### src/rtl/mmv_demux_pkg.sv
// Shared constants and the address decoder for the MemoryMapped demultiplexer.
package mmv_demux_pkg;

  localparam int DEF_AWIDTH  = 8;
  localparam int DEF_DWIDTH  = 8;
  localparam int DEF_SLAVES  = 3;
  localparam int DEF_RDPENDS = 2;

  // Width of a target index; value DEF_SLAVES is the local error target.
  localparam int SELW = $clog2(DEF_SLAVES + 1);

  localparam logic [DEF_SLAVES-1:0][DEF_AWIDTH-1:0] DEF_BASE = {8'h80, 8'h40, 8'h00};
  localparam logic [DEF_SLAVES-1:0][DEF_AWIDTH-1:0] DEF_MASK = {3{8'hC0}};

  // Returns the lowest-index slave whose masked base matches addr,
  // or DEF_SLAVES when no slave claims the address.
  function automatic logic [SELW-1:0] decode_sel(
    input logic [DEF_AWIDTH-1:0]                  addr,
    input logic [DEF_SLAVES-1:0][DEF_AWIDTH-1:0]  base,
    input logic [DEF_SLAVES-1:0][DEF_AWIDTH-1:0]  mask
  );
    logic [SELW-1:0] sel;
    sel = SELW'(DEF_SLAVES);
    // Scan from the top so the lowest matching index is the last one written.
    for (int i = DEF_SLAVES - 1; i >= 0; i--) begin
      if ((addr & mask[i]) == base[i]) begin
        sel = SELW'(i);
      end else begin
        sel = sel;
      end
    end
    return sel;
  endfunction

endpackage

### src/rtl/mmv_demux_rdtrack.sv
// Outstanding-read tracker: counts pending reads, remembers which target
// owns them, stalls reads that would break ordering or overflow, and
// muxes the returning read data back to the master.
module mmv_demux_rdtrack
  import mmv_demux_pkg::*;
#(
  parameter int DWIDTH  = DEF_DWIDTH,
  parameter int SLAVES  = DEF_SLAVES,
  parameter int RDPENDS = DEF_RDPENDS
) (
  input  logic                           clk,
  input  logic                           reset,
  input  logic                           s_rreq_i,
  input  logic [SELW-1:0]                sel_i,
  input  logic                           sel_busy_i,
  input  logic [SLAVES-1:0][DWIDTH-1:0]  m_rdat_i,
  input  logic [SLAVES-1:0]              m_rval_i,
  output logic                           rd_go_o,
  output logic                           s_busy_o,
  output logic                           s_rval_o,
  output logic [DWIDTH-1:0]              s_rdat_o
);

  localparam int CW = $clog2(RDPENDS + 1);

  logic [CW-1:0]   pend_cnt_q, pend_cnt_d;
  logic [SELW-1:0] cur_sel_q,  cur_sel_d;
  logic            err_rval_q, err_rval_d;
  logic            pend_nz, ostall, fstall, accept;

  // Stall decisions and response muxing, all from registered tracker state.
  always_comb begin
    pend_nz  = (pend_cnt_q != CW'(0));
    ostall   = s_rreq_i & pend_nz & (sel_i != cur_sel_q);
    fstall   = s_rreq_i & (pend_cnt_q == CW'(RDPENDS));
    rd_go_o  = ~ostall & ~fstall;
    s_busy_o = ostall | fstall | sel_busy_i;
    accept   = s_rreq_i & ~s_busy_o;
    if (cur_sel_q < SELW'(SLAVES)) begin
      s_rval_o = m_rval_i[cur_sel_q] & pend_nz;
      s_rdat_o = m_rdat_i[cur_sel_q];
    end else begin
      s_rval_o = err_rval_q;
      s_rdat_o = '0;
    end
  end

  // Next-state for the pending count, owning target and local error response.
  always_comb begin
    if (accept) begin
      cur_sel_d = sel_i;
    end else begin
      cur_sel_d = cur_sel_q;
    end
    err_rval_d = accept & (sel_i == SELW'(SLAVES));
    case ({accept, s_rval_o})
      2'b10:   pend_cnt_d = pend_cnt_q + CW'(1);
      2'b01:   pend_cnt_d = pend_cnt_q - CW'(1);
      default: pend_cnt_d = pend_cnt_q;
    endcase
  end

  // Tracker registers; reset drops every outstanding read.
  always_ff @(posedge clk) begin
    if (reset) begin
      pend_cnt_q <= CW'(0);
      cur_sel_q  <= SELW'(0);
      err_rval_q <= 1'b0;
    end else begin
      pend_cnt_q <= pend_cnt_d;
      cur_sel_q  <= cur_sel_d;
      err_rval_q <= err_rval_d;
    end
  end

endmodule

### src/rtl/mmv_demultiplexer.sv
// One MemoryMapped master fanned out to SLAVES slaves by address decode.
// Requests and responses pass through combinationally; unmapped reads
// complete locally one cycle later with zero data.
module mmv_demultiplexer
  import mmv_demux_pkg::*;
#(
  parameter int AWIDTH  = DEF_AWIDTH,
  parameter int DWIDTH  = DEF_DWIDTH,
  parameter int SLAVES  = DEF_SLAVES,
  parameter int RDPENDS = DEF_RDPENDS,
  parameter logic [SLAVES-1:0][AWIDTH-1:0] BASE = DEF_BASE,
  parameter logic [SLAVES-1:0][AWIDTH-1:0] MASK = DEF_MASK
) (
  input  logic                           reset,
  input  logic                           clk,
  input  logic [AWIDTH-1:0]              s_addr,
  input  logic                           s_wreq,
  input  logic [DWIDTH-1:0]              s_wdat,
  input  logic                           s_rreq,
  output logic [DWIDTH-1:0]              s_rdat,
  output logic                           s_rval,
  output logic                           s_busy,
  output logic [SLAVES-1:0][AWIDTH-1:0]  m_addr,
  output logic [SLAVES-1:0]              m_wreq,
  output logic [SLAVES-1:0][DWIDTH-1:0]  m_wdat,
  output logic [SLAVES-1:0]              m_rreq,
  input  logic [SLAVES-1:0][DWIDTH-1:0]  m_rdat,
  input  logic [SLAVES-1:0]              m_rval,
  input  logic [SLAVES-1:0]              m_busy
);

  logic [SELW-1:0] sel;
  logic            sel_busy;
  logic            rd_go;

  // Address decode and the stall contributed by the selected slave.
  always_comb begin
    sel = decode_sel(s_addr, BASE, MASK);
    if (sel < SELW'(SLAVES)) begin
      sel_busy = m_busy[sel];
    end else begin
      sel_busy = 1'b0;
    end
  end

  // Request fan-out: address and data go everywhere, strobes only to the target.
  always_comb begin
    for (int i = 0; i < SLAVES; i++) begin
      m_addr[i] = s_addr;
      m_wdat[i] = s_wdat;
      m_wreq[i] = s_wreq & (sel == SELW'(i));
      m_rreq[i] = s_rreq & (sel == SELW'(i)) & rd_go;
    end
  end

  mmv_demux_rdtrack #(
    .DWIDTH  (DWIDTH),
    .SLAVES  (SLAVES),
    .RDPENDS (RDPENDS)
  ) u_rdtrack (
    .clk        (clk),
    .reset      (reset),
    .s_rreq_i   (s_rreq),
    .sel_i      (sel),
    .sel_busy_i (sel_busy),
    .m_rdat_i   (m_rdat),
    .m_rval_i   (m_rval),
    .rd_go_o    (rd_go),
    .s_busy_o   (s_busy),
    .s_rval_o   (s_rval),
    .s_rdat_o   (s_rdat)
  );

endmodule

### config.mk
export PLATFORM = sky130hd
export DESIGN_NAME = mmv_demultiplexer
export DESIGN_NICKNAME = d
export VERILOG_FILES = /design/src/rtl/mmv_demux_pkg.sv /design/src/rtl/mmv_demux_rdtrack.sv /design/src/rtl/mmv_demultiplexer.sv
export SDC_FILE = /design/constraint.sdc
export NUM_CORES = 1
export LEC_CHECK = 0
export CAP_MARGIN = 25
export CORE_ASPECT_RATIO = 0.5
export CORE_MARGIN = 2
export CORE_UTILIZATION = 30
export CTS_BUF_LIST = sky130_fd_sc_hd__clkbuf_4 sky130_fd_sc_hd__clkbuf_8
export CTS_CLUSTER_DIAMETER = 30
export CTS_CLUSTER_SIZE = 30
export DETAILED_ROUTE_END_ITERATION = 10
export GPL_TIMING_DRIVEN = 0
export PLACE_DENSITY = 0.95
export SLEW_MARGIN = 20
export SYNTH_ARGS = -nofsm -noshare
export SYNTH_HDL_FRONTEND = slang
export SYNTH_HIERARCHICAL = 1
export SYNTH_SLANG_ARGS = --single-unit
### constraint.sdc
create_clock -name clk -period 3.1 [get_ports clk]
set_input_delay 0.31 -clock clk [delete_from_list [all_inputs] [get_ports clk]]
set_output_delay 0.31 -clock clk [all_outputs]
set_load 0.01 [all_outputs]
# == After elaboration in Yosys (flattened, before gate mapping) ==
# Cells that the tools add are included.
# op_classes
addsub,2
magnitude_cmp,4
eq_ne,9
muxes,13
n_bitwise,21
reduce_logical,4
# ops
operator,n
AND 1 bit,16
binary-select mux 8 bit (select 2 bit),1
2-to-1 mux 8 bit,2
equality test 2 bit (second input constant),5
logical NOT 8 bit,1
equality test 2 x 1 -> 1 bit (second input constant),3
less-than comparator 2 x 3 -> 1 bit (second input constant),2
2-to-1 mux 1 bit,5
binary-select mux 1 bit (select 2 bit),2
less-than comparator 2 bit (second input constant),2
2-to-1 mux 2 bit,2
case mux 2 bit (2 select lines),1
nonzero test 2 bit,2
inverter 1 bit,3
adder 2 x 1 -> 2 bit (second input constant),1
logical NOT 2 bit,1
!= test 2 bit,1
bitwise OR 1 bit,2
subtractor 2 x 1 -> 2 bit (second input constant),1
# word_totals
register_bits,5
input_bits,50
out_inout_bits,64
word_cells,56

# == Longest topological paths before layout ==
# Gate-level depths: netlist of the first run.
# logic_depth
ltp_word,12
mapped_depth,10

# == Cells and area by module ==
# The synthesis of the first run kept the hierarchy.
# modules_own_cells
module,n_inst,cells_each,area_each_um2
mmv_demux_rdtrack,1,65,520.5
mmv_demultiplexer,1,61,455.4

# == Worst setup path after synthesis of the first run ==
# Ideal clock, no wire load.
# synth_timing
path_type,input to register
startpoint,input port s_addr[6]
endpoint,register u_rdtrack.pend_cnt_q[1]
setup_ps,70
arrival_time_ps,2030
required_time_ps,3030
path_slack_ps,1001
path_stages,9
path_buffers,1
cell_sequence,buf_6 -> mux2i_1 -> o21ai_1 -> and3b_1 -> a31o_4 -> inv_2 -> ha_1 -> or3_1 -> a21oi_1
# synth_via
elab_chain_cells,12
word_cells_on_any_way,20
cone_classes,order compare (1); eq/ne (5); mux (7); bitwise (5); reduce/logical (2)
# synth_lines
element,line_no,rtl
"start, declared",mmv_demultiplexer.sv:16,"input logic [AWIDTH-1:0] s_addr,"
equality test 2 bit,mmv_demux_pkg.sv:26,if ((addr & mask[i]) == base[i]) begin
2-to-1 mux 1 bit,mmv_demux_pkg.sv:26,
2-to-1 mux 2 bit,mmv_demux_pkg.sv:26,
2-to-1 mux 2 bit *,mmv_demux_pkg.sv:26,
binary-select mux 1 bit (select 2 bit),mmv_demultiplexer.sv:40,sel_busy = m_busy[sel];
2-to-1 mux 1 bit (not written as such),mmv_demultiplexer.sv:40,
2-to-1 mux 1 bit *,mmv_demultiplexer.sv:39,if (sel < SELW'(SLAVES)) begin
via sel_busy,mmv_demultiplexer.sv:33,logic sel_busy;
bitwise OR 1 bit *,mmv_demux_rdtrack.sv:37,s_busy_o = ostall | fstall | sel_busy_i;
inverter 1 bit *,mmv_demux_rdtrack.sv:38,accept = s_rreq_i & ~s_busy_o;
AND 1 bit *,mmv_demux_rdtrack.sv:38,
equality test 2 x 1 -> 1 bit or equality test 2 bit (tied branches),mmv_demux_rdtrack.sv:56,"case ({accept, s_rval_o})"
case mux 2 bit (2 select lines) or nonzero test 2 bit (tied branches),-,
"end signal, assigned",mmv_demux_rdtrack.sv:70,pend_cnt_q <= pend_cnt_d;
"end, declared",mmv_demux_rdtrack.sv:26,"logic [CW-1:0] pend_cnt_q, pend_cnt_d;"
# The timed path passes the listed nets; every way through them passes the cells marked *. The select of a mux whose other input is x is not followed.
# A chain may end at the register's enable or synchronous reset.

# == Final worst setup path of the first run ==
# layout_timing
startpoint,input port s_addr[7]
endpoint,output port m_rreq[1]
# layout_via
word_cells_on_any_way,13
cone_classes,eq/ne (4); mux (3); bitwise (5); reduce/logical (1)
# layout_lines
element,line_no,rtl
equality test 2 x 1 -> 1 bit,mmv_demux_pkg.sv:26,
2-to-1 mux 2 bit,mmv_demux_pkg.sv:26,
2-to-1 mux 2 bit *,mmv_demux_pkg.sv:26,
via sel[1],mmv_demultiplexer.sv:32,logic [SELW-1:0] sel;
!= test 2 bit *,mmv_demux_rdtrack.sv:34,ostall = s_rreq_i & pend_nz & (sel_i != cur_sel_q);
AND 1 bit *,mmv_demux_rdtrack.sv:34,
inverter 1 bit *,mmv_demux_rdtrack.sv:36,rd_go_o = ~ostall & ~fstall;
AND 1 bit *,mmv_demux_rdtrack.sv:36,
via rd_go,mmv_demultiplexer.sv:34,logic rd_go;
AND 1 bit *,mmv_demultiplexer.sv:52,m_rreq[i] = s_rreq & (sel == SELW'(i)) & rd_go;
"end, declared",mmv_demultiplexer.sv:26,"output logic [SLAVES-1:0] m_rreq,"
# The timed path passes the listed nets; every way through them passes the cells marked *.

==> out/qor.csv, run 1 <==
stage,metric,value,unit
status,status,finished clean,
sta,relative slew slack,74.33,%
setup_path,worst reg2reg path startpoint,u_rdtrack/cur_sel_q[0],
routing,drt first pass iters,4,
power,sw frac,34.04,%
setup_path,gate family responsible for the most delay along the worst path,buffers and inverters,
synth,Async SR Flop Fraction,0,%
sta,post-layout min period,2.810,ns
sta,Final Setup Violations,0,
synth,post-synth cell types,31,
cells_and_area,Synth-to-Final Area Change,110.6,%
power,Peak VDD IR,0.0003079,V
sta,Slew @ Worst Pin,0.3839,ns
power,Pwr Total,732.0,uW
placement,DP HPWL,2672,um
routing,Vias,1120,
setup_path,reg2reg setup slack,1.16,ns
synth,number of synthesized register bits,5,
setup_path,CP cell instances,clkdlybuf4s50_1 -> clkbuf_1 -> xnor2_1 -> a31oi_1 -> nand2_1 -> nand2_1 -> nor3b_1 -> clkdlybuf4s50_1,
routing,total wire length after detailed routing,2993,um
cts,Post-CTS Setup Bufs,0,
sta,RSZ-0062 raised after global routing,no,
grt,vias in the first global route,1068,
cells_and_area,final core utilization,67.45,%
synth,Synth Warn #,6,
routing,residual DRC count,0,
sta,final hold slack,0.4936,ns
placement,GP Congestion,0.6809,
power,clock share of power,17.3,%
floorplanning,Die ar.,0.003753,mm2
hold_path,Hold Path Class,in -> reg,
cts,Clock Sinks,5,
floorplanning,Top Ports,114,
setup_path,Worst EP arrival,2.50,ns
setup_path,Crit. path cell count,8,
cells_and_area,"most common cell after layout, fill and taps aside",clkdlybuf4s50_1,
power,P_leak,0.0008756,uW
grt,antenna violations before repair,0,
grt,grt ovf,0,
sta,Max Freq,355.9,MHz
cts,"Reg clk slew, reported paths",0.03,ns
cts,CTS Buf Count,3,
sta,Setup TNS Final,0,ns
floorplanning,Die W,84.66,um
power,cell internal pwr,482.9,uW
cts,cts repair resizes,0,
setup_path,R2R Path End,u_rdtrack/pend_cnt_q[1],
synth,Post-Syn Area,975.9,um2
cts,CTS tree,built,
setup_path,"Buf+Inv Stages, Crit Path",3,
cts,worst skew pair latency,0.22,ns
synth,number of flops mapped to enable cells by yosys,0,
synth,cells after synthesis,126,
setup_path,Crit-path slowest cell,clkdlybuf4s50_1,
routing,Detail Route Antenna Nets,0,
flow_run,Max-Cap Viols,0,
setup_path,crit path max fanout,12,
setup_path,R2R depth,6,
cts,hold buffers post-CTS,0,
sta,Clock Skew,0.001245,ns
floorplanning,Core ar.,0.003048,mm2
power,Comb pwr share,69.2,%
cells_and_area,Ant. Diodes,0,
cts,CTS H-tree lvls,1,
sta,endpoints failing hold,0,
grt,gr usage total,15.25,%
floorplanning,initial core utilization,32.02,%
grt,largest net degree at the start of global routing,13,
cts,Longest Clk Path Bufs,2,
routing,Via-to-Cell Ratio,4.179,
synth,part of the Yosys area used for sequential elements,10.26,%
setup_path,crit path launch type,input port,
setup_path,CP startpoint,s_addr[7],
synth,syn nets,177,
floorplanning,Die H,44.33,um
setup_path,CP Capture Point,m_rreq[1],
grt,first-pass GRT wire length,4650,um
setup_path,Setup CP Type,in -> out,
power,Seq pwr share,13.6,%
routing,DR iter-0 viols,19,
routing,Wirelength per Cell,11.17,um
cells_and_area,most frequent cells in the layout,"98 x clkdlybuf4s50_1, 48 x buf_4, 12 x mux2i_1, 11 x nand2_1, 9 x o21ai_1",
setup_path,critical path required time,2.79,ns
synth,syn_area_per_cell,7.746,um2
power,P per Cell Area,356.1,mW/mm2
placement,IO buf count,98,
cts,Root Buffer,clkbuf_8,
floorplanning,Rows,14,
sta,Slew Limit Fails,0,
setup_path,CP max stage delay,0.70,ns
setup_path,Setup crit end kind,primary output,
cells_and_area,layout cells sized above 1,26.75,%
cells_and_area,NumNets Final,280,
synth,Most used DFF post-synth,dfxtp_1,
sta,Tcrit/Tclk final,90.65,%
power,Psw,249.1,uW
## cells by family (layout without fill, tap and decap cells)
family | count (synthesis) | after routing | share of synthesized area [%]
xor gates and xnor gates | 4 | 4 | 3.590
muxes | 12 | 12 | 12.31
and+or+nand+nor | 30 | 30 | 19.75
AOI/OAI and AO/OA | 17 | 17 | 10.64
buffers and inverters | 57 | 159 | 42.18
DFF | 5 | 5 | 10.26
adders and majority gates | 1 | 1 | 1.282
## final cells by class
type / count / area (um2)
Tap cell: 40 / 50.05
Inverter: 2 / 7.507
Clock buffer: 4 / 48.80
Fill cell: 258 / 992.2
Multi-Input combinational cell: 64 / 464.2
Buffer: 55 / 404.1
Sequential cell: 5 / 100.1
Timing Repair Buffer: 98 / 980.9
## state kept, by name, summed over array words and instances, names as in the netlist
| signal | count |
|---|---|
| u_rdtrack/err_rval_q | 1 |
| u_rdtrack/pend_cnt_q | 2 |
| u_rdtrack/cur_sel_q | 2 |
## routing by layer
| metal | routed length (um) | global-route usage [%] |
|---|---|---|
| met5 | 0 | 0 |
| met2 | 1756 | 32.76 |
| met4 | 19 | 5.397 |
| met1 | 1072 | 15.18 |
| met3 | 144 | 2.612 |
## power by group through the flow
| stage | Clock [uW] | Sequential, uW | Combinational (uW) |
|---|---|---|---|
| final | 126 | 99.3 | 506 |
| after global routing | 136 | 102 | 540 |
| after detailed placement | 0 | 100 | 508 |
| after CTS | 131 | 99.0 | 509 |
| after global placement | 0 | 97.9 | 494 |
| after floorplan | 0 | 95.1 | 290 |
## tightest hold or removal path, cell delays in order
cell and delay, ns:
buf_6 0.11, clkbuf_1 0.12, inv_1 0.07, nor3_2 0.04
## worst min-delay path by stage
stage | to | from | cells after the start | slack [ns]
final | u_rdtrack/err_rval_q | s_addr[6] | 4 | 0.49
after global routing | u_rdtrack/err_rval_q | s_addr[6] | 4 | 0.52
after CTS | u_rdtrack/err_rval_q | s_addr[6] | 4 | 0.49
after detailed placement | u_rdtrack/cur_sel_q[0] | u_rdtrack/cur_sel_q[0] | 2 | 0.54
after global placement | u_rdtrack/cur_sel_q[0] | u_rdtrack/cur_sel_q[0] | 2 | 0.51
after floorplan | u_rdtrack/pend_cnt_q[1] | reset | 1 | 0.38
## per-stage QoR
step           area, um2  setup WS (ns)  cells
2_1_floorplan      975.9          1.001    126
3_3_place_gp        2007         0.3997    264
3_5_place_dp        2007         0.3213    264
4_1_cts             2056         0.3131    268
5_1_grt             2056         0.1936    268
6_report            2056         0.2899    268
## cell usage after synthesis (2+ instances only)
library cell	n	share of area (%)
buf_4	48	37
mux2i_1	12	12
nand2_1	11	4.2
o21ai_1	9	4.6
dfxtp_1	5	10
and3b_1	3	2.7
nand2b_1	3	1.9
o21ai_0	3	1.5
xnor2_1	3	2.7
a21o_1	2	1.5
buf_2	2	1.0
buf_6	2	2.3
clkbuf_1	2	0.77
nor2_1	2	0.77
nor3_1	2	1.0
nor3b_1	2	1.5
Note: power is estimated with default switching activity, not from simulation.
==> inputs of run 2 (changes only) <==
Settings changed: ABC_AREA set to 1, CORE_MARGIN 2 to 1.5, CORE_UTILIZATION 30 to 29.
==> out/qor.csv, run 2 <==
stage,metric,value,unit,change
synth,post-synth cell types,22,,-29%
sta,Tcrit/Tclk final,82.62,%,-8.0 points
setup_path,Setup crit end kind,primary output,,
grt,grt ovf,0,,unchanged
cells_and_area,Synth-to-Final Area Change,117.4,%,
sta,Slew Limit Fails,0,,unchanged
grt,gr usage total,16.67,%,+1.4 points
power,sw frac,34.82,%,+0.78 points
cts,Longest Clk Path Bufs,2,,unchanged
hold_path,worst hold stages,1,,-3
cells_and_area,"most common cell after layout, fill and taps aside",clkdlybuf4s50_1,,
power,Comb pwr share,66.1,%,-3.1 points
setup_path,Setup CP Type,in -> out,,
synth,Async SR Flop Fraction,0,%,unchanged
routing,Via-to-Cell Ratio,4.264,,+2.0%
flow_run,Max-Cap Viols,0,,unchanged
cts,Post-CTS Setup Bufs,0,,unchanged
synth,Yosys top cell area share,39.62,%,+2.7 points
cells_and_area,multi-input logic area,392.9,um2,-15%
grt,antenna violations before repair,0,,unchanged
cts,worst skew pair latency,0.22,ns,about the same
sta,Max Freq,390.4,MHz,+9.7%
setup_path,R2R depth,12,,+6
grt,largest net degree at the start of global routing,11,,-2
synth,syn nets,200,,+13%
setup_path,Worst EP arrival,2.25,ns,-0.25 ns
routing,Detail Route Antenna Nets,0,,unchanged
sta,relative slew slack,79.53,%,+5.2 points
cells_and_area,Reg area,100.1,um2,unchanged
placement,GP Congestion,0.8044,,+18%
setup_path,reg2reg setup slack,1.26,ns,+0.10 ns
synth,Most used DFF post-synth,dfxtp_1,,
synth,biggest area consumer among synthesized cells,buf_4,,
synth,cells after synthesis,149,,+18%
floorplanning,initial core utilization,30.64,%,-1.4 points
placement,IO buf count,99,,+1.0%
floorplanning,Top Ports,114,,unchanged
power,Peak VDD IR,0.0003995,V,+30%
cells_and_area,NumNets Final,304,,+8.6%
floorplanning,Die ar.,0.003570,mm2,-4.9%
cts,Clock Sinks,5,,unchanged
cells_and_area,Filler cells,250,,-3.1%
routing,total wire length after detailed routing,3227,um,+7.8%
cts,CTS Buf Count,3,,unchanged
cells_and_area,most frequent cells in the layout,"99 x clkdlybuf4s50_1, 49 x buf_4, 19 x nor2_1, 13 x nand2_1, 13 x nand3_1",,
cts,CTS H-tree lvls,1,,unchanged
floorplanning,Rows,14,,unchanged
sta,Slew @ Worst Pin,0.3061,ns,-0.07781 ns
sta,endpoints failing hold,0,,unchanged
cts,hold buffers post-CTS,0,,unchanged
power,clock share of power,19.4,%,+2.1 points
cts,Root Buffer,clkbuf_8,,
power,P per Cell Area,322.5,mW/mm2,-9.4%
routing,DR iter-0 viols,35,,+16
hold_path,WHS Endpoint,u_rdtrack/pend_cnt_q[1],,
setup_path,crit path max fanout,7,,-5
synth,"top cells by count, synth","49 x buf_4, 19 x nor2_1, 13 x nand2_1, 13 x nand3_1, 10 x o21ai_1",,
synth,Post-Syn Area,928.4,um2,-4.9%
routing,drt first pass iters,4,,unchanged
cts,cts repair resizes,0,,unchanged
placement,DP HPWL,2853,um,+6.8%
power,P_leak,0.0009046,uW,+3.3%
grt,first-pass GRT wire length,4974,um,+7.0%
hold_path,Hold Startpoint,u_rdtrack/pend_cnt_q[1],,
cells_and_area,Largest regs,"u_rdtrack/cur_sel_q (2), u_rdtrack/pend_cnt_q (2), u_rdtrack/err_rval_q (1)",,
sta,post-layout min period,2.561,ns,-0.2488 ns
power,Seq pwr share,14.5,%,+0.9 points
setup_path,crit path launch type,input port,,
cells_and_area,cell area after layout,0.002018,mm2,-1.8%
power,cell internal pwr,424.3,uW,-12%
setup_path,R2R Path End,u_rdtrack/pend_cnt_q[1],,
synth,largest cells by area after synthesis,"buf_4 40%, dfxtp_1 11%, nor2_1 7.7%",,
routing,residual DRC count,0,,unchanged
synth,part of the Yosys area used for sequential elements,10.78,%,+0.53 points
routing,Vias,1245,,+11%
placement,placed cell area,0.001969,mm2,-1.9%
routing,Wirelength per Cell,11.05,um,-1.0%
cells_and_area,Ant. Diodes,0,,unchanged
synth,Synth Warn #,6,,unchanged
synth,syn_area_per_cell,6.231,um2,-20%
cells_and_area,layout cells sized above 1,26.19,%,-0.56 points
synth,top-count cell post-synth,buf_4,,
sta,RSZ-0062 raised after global routing,no,,
hold_path,Hold Path Class,reg -> reg,,
synth,number of flops mapped to enable cells by yosys,0,,unchanged
status,status,finished clean,,
sta,Setup TNS Final,0,ns,unchanged
floorplanning,Die W,83.02,um,-1.9%
synth,number of synthesized register bits,5,,unchanged
floorplanning,Die H,43.01,um,-3.0%
grt,vias in the first global route,1127,,+5.5%
sta,Clock Skew,0.0008452,ns,-0.0004001 ns
cts,"Reg clk slew, reported paths",0.03,ns,about the same
setup_path,critical path required time,2.79,ns,about the same
cts,CTS tree,built,,
setup_path,worst reg2reg path startpoint,u_rdtrack/cur_sel_q[0],,
floorplanning,Core ar.,0.003030,mm2,-0.57%
power,Psw,226.7,uW,-9.0%
sta,Final Setup Violations,0,,unchanged
run 2: cells by family (layout without fill, tap and decap cells):
family	after synthesis	after routing	synth area share [%]
AO/OA/AOI/OAI	25	25	14.02
AND/OR/NAND/NOR	51	51	26.01
buffers and inverters	66	169	46.90
adder cells (fa/ha/maj)	1	1	1.347
flip-flops	5	5	10.78
XOR/XNOR	1	1	0.9436
run 2: area by class of cell:
type	instances	share of cell area, %
flip-flops and latches	5	4.960
repair buffers	99	49.10
multi-input cells	78	19.47
plain buffers	54	19.34
clock buffers	4	2.418
well taps	40	2.480
inverters	12	2.232
run 2: power groups by stage:
stage	registers (uW)	logic, uW	clock network [uW]
floorplan	92.2	222	0
global placement	94.3	419	0
detailed placement	95.1	431	0
CTS	94.2	433	130
global route	96.9	463	134
finish	94.6	430	126
run 2: worst max-delay path, cell delays in order:
cell and delay [ns]:
clkdlybuf4s50_1 0.65, clkbuf_1 0.20, inv_1 0.05, nand2_1 0.07
nand3_2 0.09, nand2_4 0.09, nand2_1 0.09, nor2_1 0.14
clkdlybuf4s50_1 0.56
run 2: layer usage:
metal	vias up	global-route usage [%]	wire, um
met5	-	0	0
met4	0	2.667	0
met3	0	4.864	201
met2	40	35.93	1875
met1	570	16.13	1150
li1	635	-	-
run 2: worst max path at each step:
stage / startpoint / end / depth (start not counted)
5_1_grt: s_addr[7] / m_rreq[1] / 9
4_1_cts: s_addr[6] / m_rreq[1] / 9
6_report: s_addr[7] / m_rreq[1] / 9
3_3_place_gp: s_addr[7] / m_rreq[1] / 9
3_5_place_dp: s_addr[6] / m_rreq[1] / 9
2_1_floorplan: u_rdtrack/cur_sel_q[0] / u_rdtrack/pend_cnt_q[1] / 12
run 2: stage by stage:
step                utilization [%]  std cells  worst slack (ns)  hold slack (ns)  total power [uW]
finish                        66.60        292            0.5387           0.4626             650.9
global route                  66.60        292            0.4647           0.4894             694.2
CTS                           66.60        292            0.5640           0.4632             657.0
detailed placement            64.99        288            0.5587           0.4584             526.1
global placement              64.99        288            0.6319           0.4415             513.8
floorplan                         -        149             1.362           0.3791             314.5
